[src/rtl/spi_arb_seq_if.sv]
// spi_arb_seq_if: requester handshake and spi0 pin bundle for spi_arb_seq.
interface spi_arb_seq_if;
   logic       req0, req1, rnw0, rnw1;
   logic [4:0] addr0, addr1;
   logic [7:0] wdata0, wdata1;
   logic       ack0, ack1;
   logic [7:0] rdata;
   logic       spi_SCLK, spi_MOSI, spi_SS_n, spi_MISO;
   modport master (
      output req0, req1, rnw0, rnw1, addr0, addr1, wdata0, wdata1, spi_MISO,
      input  ack0, ack1, rdata, spi_SCLK, spi_MOSI, spi_SS_n
   );
   modport slave (
      input  req0, req1, rnw0, rnw1, addr0, addr1, wdata0, wdata1, spi_MISO,
      output ack0, ack1, rdata, spi_SCLK, spi_MOSI, spi_SS_n
   );
endinterface

[src/rtl/spi_arb_seq.sv]
// spi_arb_seq: two-requester round-robin arbiter sequencing 16-bit mode-0 SPI register accesses.
// Define SPI_ARB_STATUS_EN to expose the first MISO byte on the status port.
module spi_arb_seq #(
   parameter int CLK_DIV = 4
) (
   input logic         clk,
   input logic         reset,
   spi_arb_seq_if.slave bus
`ifdef SPI_ARB_STATUS_EN
   ,
   output logic [7:0]  status
`endif
);
   typedef enum logic [2:0] {IDLE, SETUP, XFER, HOLD, DONE, GAP} state_t;
`ifdef SPI_ARB_STATUS_EN
   localparam int RXW = 16;
`else
   localparam int RXW = 8;
`endif
   state_t           state_q, state_d;
   logic [7:0]       div_q, div_d, rdata_q, rdata_d;
   logic [4:0]       bit_q, bit_d;
   logic [15:0]      tx_q, tx_d;
   logic [RXW-1:0]   rx_q, rx_d;
   logic [1:0]       ack_q, ack_d;
   logic             sclk_q, sclk_d, ss_n_q, ss_n_d, last_q, last_d, gnt_q, gnt_d;
   logic             tick, pick, rnw;
   logic [4:0]       addr;
   logic [7:0]       wdata;
`ifdef SPI_ARB_STATUS_EN
   logic [7:0]       stat_q, stat_d;
   assign status = stat_q;
`endif
   assign tick  = div_q == 8'(CLK_DIV - 1);
   // Tie goes to whoever was not served last; a lone request is served directly.
   assign pick  = (bus.req0 && bus.req1) ? ~last_q : bus.req1;
   assign rnw   = pick ? bus.rnw1 : bus.rnw0;
   assign addr  = pick ? bus.addr1 : bus.addr0;
   assign wdata = pick ? bus.wdata1 : bus.wdata0;
   always_comb begin
      state_d = state_q;
      div_d   = (state_q == IDLE || state_q == DONE || tick) ? 8'd0 : div_q + 8'd1;
      bit_d   = bit_q;
      tx_d    = tx_q;
      rx_d    = rx_q;
      sclk_d  = sclk_q;
      ss_n_d  = ss_n_q;
      last_d  = last_q;
      gnt_d   = gnt_q;
      ack_d   = 2'b00;
      rdata_d = rdata_q;
`ifdef SPI_ARB_STATUS_EN
      stat_d  = stat_q;
`endif
      case (state_q)
         IDLE: if (bus.req0 || bus.req1) begin
            state_d = SETUP;
            ss_n_d  = 1'b0;
            gnt_d   = pick;
            last_d  = pick;
            tx_d    = {addr, 1'b0, ~rnw, 1'b0, rnw ? 8'h00 : wdata};
         end
         SETUP: if (tick) state_d = XFER;
         // Odd toggles are rises (sample MISO), even toggles are falls (advance MOSI).
         XFER: if (tick) begin
            sclk_d  = ~sclk_q;
            bit_d   = bit_q + 5'd1;
            tx_d    = sclk_q ? {tx_q[14:0], 1'b0} : tx_q;
            rx_d    = sclk_q ? rx_q : {rx_q[RXW-2:0], bus.spi_MISO};
            state_d = bit_q == 5'd31 ? HOLD : XFER;
         end
         HOLD: if (tick) begin
            state_d = DONE;
            ss_n_d  = 1'b1;
         end
         DONE: begin
            state_d = GAP;
            ack_d   = gnt_q ? 2'b10 : 2'b01;
            rdata_d = rx_q[7:0];
`ifdef SPI_ARB_STATUS_EN
            stat_d  = rx_q[15:8];
`endif
         end
         GAP: if (tick) state_d = IDLE;
         default: state_d = IDLE;
      endcase
   end
   always_ff @(posedge clk or posedge reset) begin
      if (reset) begin
         state_q <= IDLE;
         div_q   <= '0;
         bit_q   <= '0;
         tx_q    <= '0;
         rx_q    <= '0;
         sclk_q  <= 1'b0;
         ss_n_q  <= 1'b1;
         last_q  <= 1'b1;
         gnt_q   <= 1'b0;
         ack_q   <= '0;
         rdata_q <= '0;
`ifdef SPI_ARB_STATUS_EN
         stat_q  <= '0;
`endif
      end else begin
         state_q <= state_d;
         div_q   <= div_d;
         bit_q   <= bit_d;
         tx_q    <= tx_d;
         rx_q    <= rx_d;
         sclk_q  <= sclk_d;
         ss_n_q  <= ss_n_d;
         last_q  <= last_d;
         gnt_q   <= gnt_d;
         ack_q   <= ack_d;
         rdata_q <= rdata_d;
`ifdef SPI_ARB_STATUS_EN
         stat_q  <= stat_d;
`endif
      end
   end
   // The shifter empties on the 16th fall, so MOSI is already 0 whenever SS_n is high.
   assign bus.spi_MOSI = tx_q[15];
   assign bus.spi_SCLK = sclk_q;
   assign bus.spi_SS_n = ss_n_q;
   assign bus.ack0     = ack_q[0];
   assign bus.ack1     = ack_q[1];
   assign bus.rdata    = rdata_q;
endmodule

[src/flat_wrapper.sv]
// flat-port wrapper written by rule: the top's interface ports become plain ports
module spi_arb_seq_flat 
#(
   parameter int CLK_DIV = 4
)
  (clk, reset, bus_req0, bus_req1, bus_rnw0, bus_rnw1, bus_addr0, bus_addr1, bus_wdata0, bus_wdata1, bus_spi_MISO, bus_ack0, bus_ack1, bus_rdata, bus_spi_SCLK, bus_spi_MOSI, bus_spi_SS_n);
  spi_arb_seq_if bus_i ();
  input logic clk;
  input logic reset;
  input wire logic [$bits(bus_i.req0)-1:0] bus_req0;
  input wire logic [$bits(bus_i.req1)-1:0] bus_req1;
  input wire logic [$bits(bus_i.rnw0)-1:0] bus_rnw0;
  input wire logic [$bits(bus_i.rnw1)-1:0] bus_rnw1;
  input wire logic [$bits(bus_i.addr0)-1:0] bus_addr0;
  input wire logic [$bits(bus_i.addr1)-1:0] bus_addr1;
  input wire logic [$bits(bus_i.wdata0)-1:0] bus_wdata0;
  input wire logic [$bits(bus_i.wdata1)-1:0] bus_wdata1;
  input wire logic [$bits(bus_i.spi_MISO)-1:0] bus_spi_MISO;
  output wire logic [$bits(bus_i.ack0)-1:0] bus_ack0;
  output wire logic [$bits(bus_i.ack1)-1:0] bus_ack1;
  output wire logic [$bits(bus_i.rdata)-1:0] bus_rdata;
  output wire logic [$bits(bus_i.spi_SCLK)-1:0] bus_spi_SCLK;
  output wire logic [$bits(bus_i.spi_MOSI)-1:0] bus_spi_MOSI;
  output wire logic [$bits(bus_i.spi_SS_n)-1:0] bus_spi_SS_n;
  assign bus_i.req0 = bus_req0;
  assign bus_i.req1 = bus_req1;
  assign bus_i.rnw0 = bus_rnw0;
  assign bus_i.rnw1 = bus_rnw1;
  assign bus_i.addr0 = bus_addr0;
  assign bus_i.addr1 = bus_addr1;
  assign bus_i.wdata0 = bus_wdata0;
  assign bus_i.wdata1 = bus_wdata1;
  assign bus_i.spi_MISO = bus_spi_MISO;
  assign bus_ack0 = bus_i.ack0;
  assign bus_ack1 = bus_i.ack1;
  assign bus_rdata = bus_i.rdata;
  assign bus_spi_SCLK = bus_i.spi_SCLK;
  assign bus_spi_MOSI = bus_i.spi_MOSI;
  assign bus_spi_SS_n = bus_i.spi_SS_n;
  spi_arb_seq #(.CLK_DIV(CLK_DIV)) u_core (.clk(clk), .reset(reset), .bus(bus_i));
endmodule
[config.mk]
export PLATFORM = sky130hd
export DESIGN_NAME = spi_arb_seq_flat
export DESIGN_NICKNAME = d
export VERILOG_FILES = /design/src/rtl/spi_arb_seq_if.sv /design/src/rtl/spi_arb_seq.sv /design/src/flat_wrapper.sv
export SDC_FILE = /design/constraint.sdc
export NUM_CORES = 1
export LEC_CHECK = 0
export BUFFER_PORTS_ARGS = -buffer_cell sky130_fd_sc_hd__clkbuf_2
export CORE_ASPECT_RATIO = 0.9
export CORE_MARGIN = 4
export CORE_UTILIZATION = 55
export DETAILED_ROUTE_END_ITERATION = 12
export GPL_TIMING_DRIVEN = 0
export PLACE_DENSITY_LB_ADDON = 0.2
export REMOVE_ABC_BUFFERS = 1
export SYNTH_ARGS = -nofsm -noshare
export SYNTH_HDL_FRONTEND = slang
export SYNTH_SLANG_ARGS = --single-unit
[constraint.sdc]
create_clock -name clk -period 2.2 [get_ports clk]
set_input_delay 0.11 -clock clk [delete_from_list [all_inputs] [get_ports clk]]
set_output_delay 0.11 -clock clk [all_outputs]
set_load 0.01 [all_outputs]
# Yosys cells after proc, flatten, opt, wreduce, memory -nomap -nowiden
# Cells that the tools add are included.
[word_totals] latch_bits=0 output_inout_bits=13 rom_bits=0 register_bits=54 elab_cells=64 ramBits=0 memories=0
[op_classes] eq_ne=13 mux=22 mul=0 shift=0 n_reduce_logical=13 n_bitwise=3 n_lt_le_gt_ge=0 n_div=0 n_addsub=2
[op_table] cell="16-bit 2-to-1 mux" count=3
[op_table] cell="16-bit case mux with 2 select lines" count=1
[op_table] cell="8-bit 2-to-1 mux" count=3
[op_table] cell="3-bit case mux with 6 select lines" count=1
[op_table] cell="3-bit 2-to-1 mux" count=5
[op_table] cell="2-bit by 1-bit inequality test with 1-bit output (second input constant)" count=5
[op_table] cell="8-bit by 1-bit adder with 8-bit output (second input constant)" count=1
[op_table] cell="8-bit by 2-bit equality test with 1-bit output (second input constant)" count=1
[op_table] cell="3-bit by 2-bit equality test with 1-bit output (second input constant)" count=2
[op_table] cell="3-bit equality test (second input constant)" count=2
[op_table] cell="3-bit AND reduction" count=2
[op_table] cell="5-bit by 1-bit adder with 5-bit output (second input constant)" count=1
[op_table] cell="5-bit equality test (second input constant)" count=1
[op_table] cell="1-bit 2-to-1 mux" count=5
[op_table] cell="5-bit 2-to-1 mux" count=1
[op_table] cell="5-bit AND reduction" count=1
[op_table] cell="2-bit 2-to-1 mux" count=2
[op_table] cell="2-bit AND reduction" count=2
[op_table] cell="4-bit AND reduction" count=1
[op_table] cell="2-bit nonzero test" count=2
[op_table] cell="3-bit by 1-bit equality test with 1-bit output (second input constant)" count=1
[op_table] cell="3-bit logical NOT" count=1
[op_table] cell="1-bit logical OR" count=3
[op_table] cell="1-bit NOT" count=3
[op_table] cell="other kinds (3)" count=3

# Logic depth before layout (Yosys ltp)
# Gate-level depths: netlist of run 1.
[depth] depth_word=6 mapped_depth=7

# Worst setup path before layout of run 1
# No wires, ideal clock.
[synth_timing] path_type="flip-flop to flip-flop" startpoint="register u_core.div_q[0]" endpoint="register u_core.tx_q[1]" slack_ns=0.212 arrival_time_ns=1.863 path_buffers=1 required_ns=2.075 setup_ns=0.125 path_stages_with_launch=7 path_cell_list="dfrtp_1 ha_1 nor4b_2 nand2_1 o21ai_2 buf_6 mux2_2"
[synth_between] elab_chain_len=3
[synth_lines] element="from (decl)" line_no="spi_arb_seq.sv:21" text="logic [7:0] div_q, div_d, rdata_q, rdata_d;"
[synth_lines] element="from (signal assigned)" line_no="spi_arb_seq.sv:106" text="div_q <= div_d;"
[synth_lines] element="8-bit by 2-bit equality test with 1-bit output" line_no="spi_arb_seq.sv:34" text="assign tick = div_q == 8'(CLK_DIV - 1);"
[synth_lines] element="2-bit by 1-bit inequality test with 1-bit output (no line)"
[synth_lines] element="4-bit AND reduction (no line)"
[synth_lines] element="to (signal assigned)" line_no="spi_arb_seq.sv:108" text="tx_q <= tx_d;"
[synth_lines] element="to (decl)" line_no="spi_arb_seq.sv:23" text="logic [15:0] tx_q, tx_d;"
# Every way passes these cells.
# A chain may end at the register's enable or synchronous reset.

# Worst setup path after layout of run 1
[layout_timing] startpoint="register u_core.state_q[0]" endpoint="register u_core.rx_q[4]"
[layout_between] elab_chain_len=2
[layout_lines] element="from (decl)" line_no="spi_arb_seq.sv:20" text="state_t state_q, state_d;"
[layout_lines] element="from (signal assigned)" line_no="spi_arb_seq.sv:105" text="state_q <= state_d;"
[layout_lines] element="3-bit by 2-bit equality test with 1-bit output" line_no="spi_arb_seq.sv:55" text="case (state_q)"
[layout_lines] element="3-bit AND reduction (no line)"
[layout_lines] element="to (signal assigned)" line_no="spi_arb_seq.sv:109" text="rx_q <= rx_d;"
[layout_lines] element="to (decl)" line_no="spi_arb_seq.sv:24" text="logic [RXW-1:0] rx_q, rx_d;"
# Every way passes these cells.

==> run summary, run 1 <==
Status
- **outcome** finished, final reports clean

Placement
- **DPL Wire Length** 3.39 mm
- **Setup Slack @ Placement** -0.431 ns
- **final weighted congestion in routability-driven placement** 0.706
- **number of buffer cells added on primary ports** 45

Flow run
- **max-capacitance violation count** 0

STA
- **count of final max-slew check failures** 0
- **final critical-path required period** 2.07 ns
- **RSZ-0062 raised after global routing** no
- **final setup fails** 0
- **Worst Tran Pin Value** 0.748 ns
- **highest clock frequency the design can meet** 483 MHz
- **setup TNS after final layout** 0 ns
- **worst-case clock skew** 0.00439 ns
- **count of endpoints failing hold in the final timing report** 0
- **Max-Slew Margin vs Limit** 0.499
- **final worst setup slack** 0.132 ns
- **part of the cycle the worst path needs** 0.940

Finish
- **number of filler cells placed in the layout** 361
- **area added between synthesis and finish** 17.5%
- **net count of the finished layout** 308
- **final antenna diode count** 0
- **share of final-layout standard cells stronger than drive strength 1** 0.374

Route
- **DRT Pass-1 Iters** 4
- **drt first-iter violations** 97
- **via count of the routed design** 1,779
- **final wirelength** 4.97 mm
- **WL per Instance** 14.8 um
- **via-per-instance ratio** 5.31
- **antenna viol nets, final** 0
- **total DRC errors in the routed layout** 0

Global routing
- **antenna violations before repair** 0
- **number of global-route vias before repair** 1,742
- **total congestion overflow** 0
- **global-route usage over all layers** 0.182
- **largest net degree at the start of global routing** 30
- **first-pass GRT wire length** 8.22 mm

Power and ir drop
- **Switching Fraction** 0.326
- **worst supply voltage drop on vdd** 777 uV
- **NetSw** 1030 uW
- **Cell Pwr Density** 1030 nW/um2
- **fraction of power consumed by the clock network** 0.204
- **power share of the combinational group** 0.302
- **sequential power share** 0.494
- **leakage dissipation** 0.00148 uW
- **cell-internal power** 2130 uW

Synthesis
- **Synth Area in Compound Gates** 0.0668
- **synthesized-area fraction occupied by and/or/nand/nor cells** 0.160
- **count of warnings emitted by yosys** 0
- **synthesis-stage register bit count** 54
- **asr flop ratio synth** 1.00
- **post-synthesis cell count** 226
- **post-synthesis xor/xnor area fraction** 0.0370
- **mean instance size in the synthesized netlist** 11.5 um2
- **post-synthesis adder-cell area fraction** 0.0144
- **combinational family with the most area after synthesis** multiplexers
- **sequential cell area fraction in the yosys report** 0.520
- **number of enable-type register cells in the synthesized netlist** 0
- **primary flip-flop cell chosen by synthesis mapping** sky130_fd_sc_hd__dfrtp_1
- **biggest area contributors in the synthesized netlist** sky130_fd_sc_hd__dfrtp_1, sky130_fd_sc_hd__mux2_2, sky130_fd_sc_hd__mux2_4
- **distinct cell type count after synthesis** 36
- **multiplexer fraction of the synthesized cell area** 0.170
- **mapped cell area** 2600 um2
- **portion of synthesized cell area occupied by the leading cell type** 0.500
- **Yosys top cell by area** sky130_fd_sc_hd__dfrtp_1

Worst setup path
- **Buf/Inv on CP** 0
- **kind of end point of the critical path** register
- **critical path class** register to register
- **largest delay contributor family on the critical path** simple AND/OR/NAND/NOR gates
- **longest individual stage delay on the worst path** 0.59 ns
- **Worst EP required** 2.39 ns
- **data arrival time of the critical path** 2.26 ns
- **slack of the worst reg-to-reg path** 0.13 ns
- **CP cell instances** or3b_4 -> or3_4 -> mux2_4
- **Setup crit start kind** register
- **highest net fanout along the worst path** 27
- **Worst path slowest cell** sky130_fd_sc_hd__or3b_4

Clock tree
- **clock sink total** 54
- **library cell used as clock root buffer** sky130_fd_sc_hd__clkbuf_8
- **clock transition at the registers of the reported paths** 0.09 ns
- **total clock buffers created by CTS** 5
- **maximum root-to-sink buffer count** 2
- **clock latency of the later-clocked register in the worst-skew pair** 0.30 ns
- **TritonCTS clock tree** yes
- **H-tree levels** 2

Die
- **number of ports placed on the die boundary** 46
- **placeable core region** 4520 um2
- **Initial Utilization** 0.577
- **Die Area** 5900 um2
- **# rows** 23
- **Die Height** 73.3 um
- **width of the die** 80.5 um

Min path
- **kind of path behind the tightest hold check** input port to register

cell families (layout without fill, tap and decap cells):
| group | Yosys count | in the layout |
|---|---|---|
| AND/OR/NAND/NOR | 79 | 79 |
| flip-flops | 54 | 54 |
| multiplexers | 37 | 37 |
| AO/OA/AOI/OAI | 26 | 26 |
| buffers and inverters | 16 | 63 |
| XOR/XNOR | 11 | 11 |
| adder cells (fa/ha/maj) | 3 | 3 |
per-layer routing:
metal,GRT usage,routed length (um)
met1,0.237,2240
met5,0,0
met2,0.304,2450
met3,0.0380,216
met4,0.0619,66
power groups by stage:
| stage | clock, uW | sequential, uW | combinational, uW |
|---|---|---|---|
| after floorplan | 0 | 1500 | 667 |
| after global placement | 0 | 1520 | 860 |
| after detailed placement | 0 | 1550 | 898 |
| after CTS | 663 | 1530 | 946 |
| after global routing | 691 | 1600 | 1080 |
| final | 647 | 1560 | 954 |
flip-flops by register name, summed over array words and instances, names as in the netlist:
name                 flops
u_core.div_q             8
u_core.bus.spi_SS_n      1
u_core.bus.spi_SCLK      1
u_core.bus.rdata         8
u_core.rx_q              8
u_core.last_q            1
u_core.ack_q             2
u_core.state_q           3
u_core.bit_q             5
u_core.tx_q             16
u_core.gnt_q             1
cell type report:
type	count	area, um2	area share
Inverter	5	18.8	0.00613
Multi-Input combinational cell	156	1210	0.396
Clock inverter	1	30.0	0.00981
Clock buffer	7	76.3	0.0249
Sequential cell	54	1360	0.443
Tap cell	62	77.6	0.0253
Timing Repair Buffer	50	290	0.0948
placed cells by master, fill, tap and decap left out, types with 5 or more instances in the layout:
cell type,count
sky130_fd_sc_hd__mux2_2,25
sky130_fd_sc_hd__nor2_1,25
sky130_fd_sc_hd__dfrtp_1,51
sky130_fd_sc_hd__clkbuf_8,5
sky130_fd_sc_hd__xor2_1,7
sky130_fd_sc_hd__nand3_1,10
sky130_fd_sc_hd__mux2_4,8
sky130_fd_sc_hd__nand3b_1,16
sky130_fd_sc_hd__clkbuf_2,45
sky130_fd_sc_hd__a31oi_1,13
sky130_fd_sc_hd__nand2_1,12
what timing repair did:
| action | CTS | global route |
|---|---|---|
| setup endpoints to repair | 32 | 22 |
| resized for setup | 6 | 5 |
| endpoints found under the hold margin | 27 | 0 |
| buffers inserted | 2 | 0 |
| hold buffers | 1 | 0 |
| pin swaps | 1 | 0 |
worst register-to-register path, cell delays in order (launching register included):
cell and delay [ns]:
sky130_fd_sc_hd__dfrtp_1 0.53, sky130_fd_sc_hd__or3b_4 0.59, sky130_fd_sc_hd__or3_4 0.51, sky130_fd_sc_hd__mux2_4 0.33
through the flow:
| step | hold WS [ns] | util | instances | area [um2] | power (uW) |
|---|---|---|---|---|---|
| floorplan | 0.180 | - | 215 | 2540 | 2170 |
| global placement | 0.342 | 0.629 | 322 | 2840 | 2380 |
| detailed placement | 0.206 | 0.635 | 324 | 2870 | 2450 |
| CTS | 0.0249 | 0.672 | 335 | 3040 | 3140 |
| global route | 0.0392 | 0.678 | 335 | 3060 | 3370 |
| finish | 0.0395 | 0.678 | 335 | 3060 | 3160 |
Yosys cell counts (4+ instances only):
| cell type | instances |
|---|---|
| sky130_fd_sc_hd__mux2_2 | 25 |
| sky130_fd_sc_hd__nand3_1 | 10 |
| sky130_fd_sc_hd__mux2_4 | 8 |
| sky130_fd_sc_hd__clkbuf_1 | 6 |
| sky130_fd_sc_hd__nor2_1 | 25 |
| sky130_fd_sc_hd__inv_1 | 5 |
| sky130_fd_sc_hd__xnor2_1 | 4 |
| sky130_fd_sc_hd__dfrtp_1 | 52 |
| sky130_fd_sc_hd__nand3b_1 | 16 |
| sky130_fd_sc_hd__xor2_1 | 7 |
| sky130_fd_sc_hd__mux2i_1 | 4 |
| sky130_fd_sc_hd__nand2_1 | 13 |
| sky130_fd_sc_hd__a31oi_1 | 13 |
worst paths after layout:
check,startpoint,end,cells after the start
setup / recovery,u_core.state_q[0]$_DFFE_PP0P_,u_core.rx_q[4]$_DFFE_PP0P_,3
hold / removal,bus_req0,u_core.last_q$_DFFE_PP1P_,2
setup reg to reg,u_core.state_q[0]$_DFFE_PP0P_,u_core.rx_q[4]$_DFFE_PP0P_,3
hold reg to reg,u_core.bit_q[3]$_DFFE_PP0P_,u_core.bit_q[3]$_DFFE_PP0P_,1
max in group asynchronous,reset,u_core.bus.spi_SS_n$_DFFE_PP1P_,4
min in group asynchronous,reset,u_core.bus.rdata[7]$_DFFE_PP0N_,3
Power figures use the tool's default switching activity.
==> inputs of run 2 (changes only) <==
Settings changed: CORE_ASPECT_RATIO 0.9 to not set.
==> run 2 against run 1 <==
Fmax decreased by 1.3%. Clock skew about the same. Worst hold slack improved by 0.011 ns. Total power decreased by 1.1%. Critical endpoint is now u_core.rx_q[0]$_DFFE_PP0P_. Combinational power increased by 1%. Sequential cell count unchanged. Sequential power about the same. First-iteration DRC count decreased by 12%. Global-route usage decreased by 0.86 points. Cell count decreased by 3.0%. Cell area decreased by 0.25%. Highest routed layer unchanged. Setup slack got worse by 0.027 ns.
==> run summary, run 2 (synthesis gave the netlist of run 1 again) <==
Finish
- **number of filler cells placed in the layout** 345
- **final antenna diode count** 0
- **top register by number of flip-flops** u_core.tx_q
- **number of flip-flops under the largest register name** 16
- **share of final-layout standard cells stronger than drive strength 1** 0.370
- **commonest non-fill, non-tap cell in the layout** sky130_fd_sc_hd__dfrtp_1
- **most frequent cells in the layout** sky130_fd_sc_hd__dfrtp_1, sky130_fd_sc_hd__clkbuf_2, sky130_fd_sc_hd__mux2_2, sky130_fd_sc_hd__nor2_1, sky130_fd_sc_hd__nand3b_1
- **area added between synthesis and finish** 17.2%
- **net count of the finished layout** 308
- **post-route design area** 3050 um2

STA
- **final critical-path required period** 2.10 ns
- **part of the cycle the worst path needs** 0.952
- **RSZ-0062 raised after global routing** no
- **Max-Slew Margin vs Limit** 0.459
- **final setup fails** 0
- **count of final max-slew check failures** 0
- **setup TNS after final layout** 0 ns
- **highest clock frequency the design can meet** 477 MHz
- **Worst Tran Pin Value** 0.808 ns
- **worst-case clock skew** 0.00456 ns
- **count of endpoints failing hold in the final timing report** 0

Route
- **final wirelength** 4.73 mm
- **via count of the routed design** 1,804
- **via-per-instance ratio** 5.55
- **WL per Instance** 14.6 um
- **antenna viol nets, final** 0
- **top routing layer in use** met4
- **DRT Pass-1 Iters** 4
- **met2 wire length** 2.29 mm
- **routed metal-1 wirelength** 2.23 mm
- **total DRC errors in the routed layout** 0
- **detailed route wirelength on metal3** 173 um
- **drt first-iter violations** 85

Worst setup path
- **launching point of the worst reg2reg path** u_core.state_q[1]$_DFFE_PP0P_
- **critical path class** register to register
- **path depth of the worst reg2reg path** 3
- **data arrival time of the critical path** 2.28 ns
- **highest net fanout along the worst path** 27
- **Worst EP required** 2.38 ns
- **kind of end point of the critical path** register
- **startpoint of the most critical setup path** u_core.state_q[1]$_DFFE_PP0P_
- **Setup crit start kind** register

Die
- **Die Area** 5900 um2
- **placeable core region** 4470 um2
- **Initial Utilization** 0.582
- **# rows** 24
- **width of the die** 76.8 um
- **number of ports placed on the die boundary** 46
- **Die Height** 76.8 um

Placement
- **final weighted congestion in routability-driven placement** 0.777
- **Placed Area** 2860 um2
- **number of buffer cells added on primary ports** 45
- **DPL Wire Length** 3.22 mm

Power and ir drop
- **Cell Pwr Density** 1020 nW/um2
- **worst supply voltage drop on vdd** 900 uV
- **leakage dissipation** 0.00149 uW

Global routing
- **first-pass GRT wire length** 8.31 mm
- **total congestion overflow** 0
- **antenna violations before repair** 0
- **largest net degree at the start of global routing** 29
- **number of global-route vias before repair** 1,876
- **global-route usage over all layers** 0.173

Min path
- **kind of path behind the tightest hold check** input port to register
- **launch instance of the worst min-delay path** bus_spi_MISO
- **number of cells on the worst hold path** 2

Flow run
- **max-capacitance violation count** 0

Clock tree
- **library cell used as clock root buffer** sky130_fd_sc_hd__clkbuf_8
- **clock latency of the later-clocked register in the worst-skew pair** 0.30 ns
- **clock transition at the registers of the reported paths** 0.08 ns
- **clock sink total** 54
- **TritonCTS clock tree** yes
- **maximum root-to-sink buffer count** 2
- **total clock buffers created by CTS** 5
- **H-tree levels** 2

Status
- **outcome** finished, final reports clean

run 2: layout make-up:
cell class,count,area [um2],area share
sequential,54,1350,0.443
clock buffer,7,76.3,0.0250
inverter,5,18.8,0.00615
clock inverter,1,30.0,0.00983
timing repair buffer,50,303,0.0991
tap,52,65.1,0.0213
multi-input combinational,156,1210,0.395
run 2: final timing paths:
check                                                   to  slack (ns)
max                             u_core.rx_q[0]$_DFFE_PP0P_        0.10
min                             u_core.rx_q[0]$_DFFE_PP0P_        0.05
max reg2reg                     u_core.rx_q[0]$_DFFE_PP0P_        0.10
min reg2reg                    u_core.bit_q[3]$_DFFE_PP0P_        0.47
max in group asynchronous  u_core.bus.spi_SS_n$_DFFE_PP1P_        1.17
min in group asynchronous        u_core.ack_q[1]$_DFF_PP0_        0.40
run 2: power by group:
part	internal (uW)	switching, uW
combinational	508	458
clock	340	287
sequential	1290	246
run 2: metrics by stage:
step / cells / total power, uW / hold slack (ns) / setup slack, ns / util
after floorplan: 215 / 2170 / 0.180 / -0.00799 / -
after global placement: 312 / 2380 / 0.346 / -0.334 / 0.632
after detailed placement: 314 / 2430 / 0.195 / -0.381 / 0.638
after CTS: 325 / 3140 / 0.0405 / 0.0469 / 0.679
after global routing: 325 / 3360 / 0.0346 / 0.00741 / 0.683
final: 325 / 3130 / 0.0506 / 0.105 / 0.683
run 2: critical path, cell delays in order, from the launching register on:
cell and delay (ns):
sky130_fd_sc_hd__dfrtp_1 0.57, sky130_fd_sc_hd__or3b_4 0.57, sky130_fd_sc_hd__or3_4 0.51, sky130_fd_sc_hd__mux2_4 0.33
run 2: what timing repair did:
action / in CTS / in global routing
gates resized for setup: 6 / 3
setup endpoints to repair: 32 / 21
pin swaps: 1 / 0
endpoints found under the hold margin: 25 / 0
setup buffers: 2 / 0
hold buffers: 1 / 0
run 2: layer usage:
layer,global-route usage,up-vias
met4,0.0598,0
li1,-,892
met3,0.0386,4
met5,0,-
met1,0.218,878
met2,0.294,30
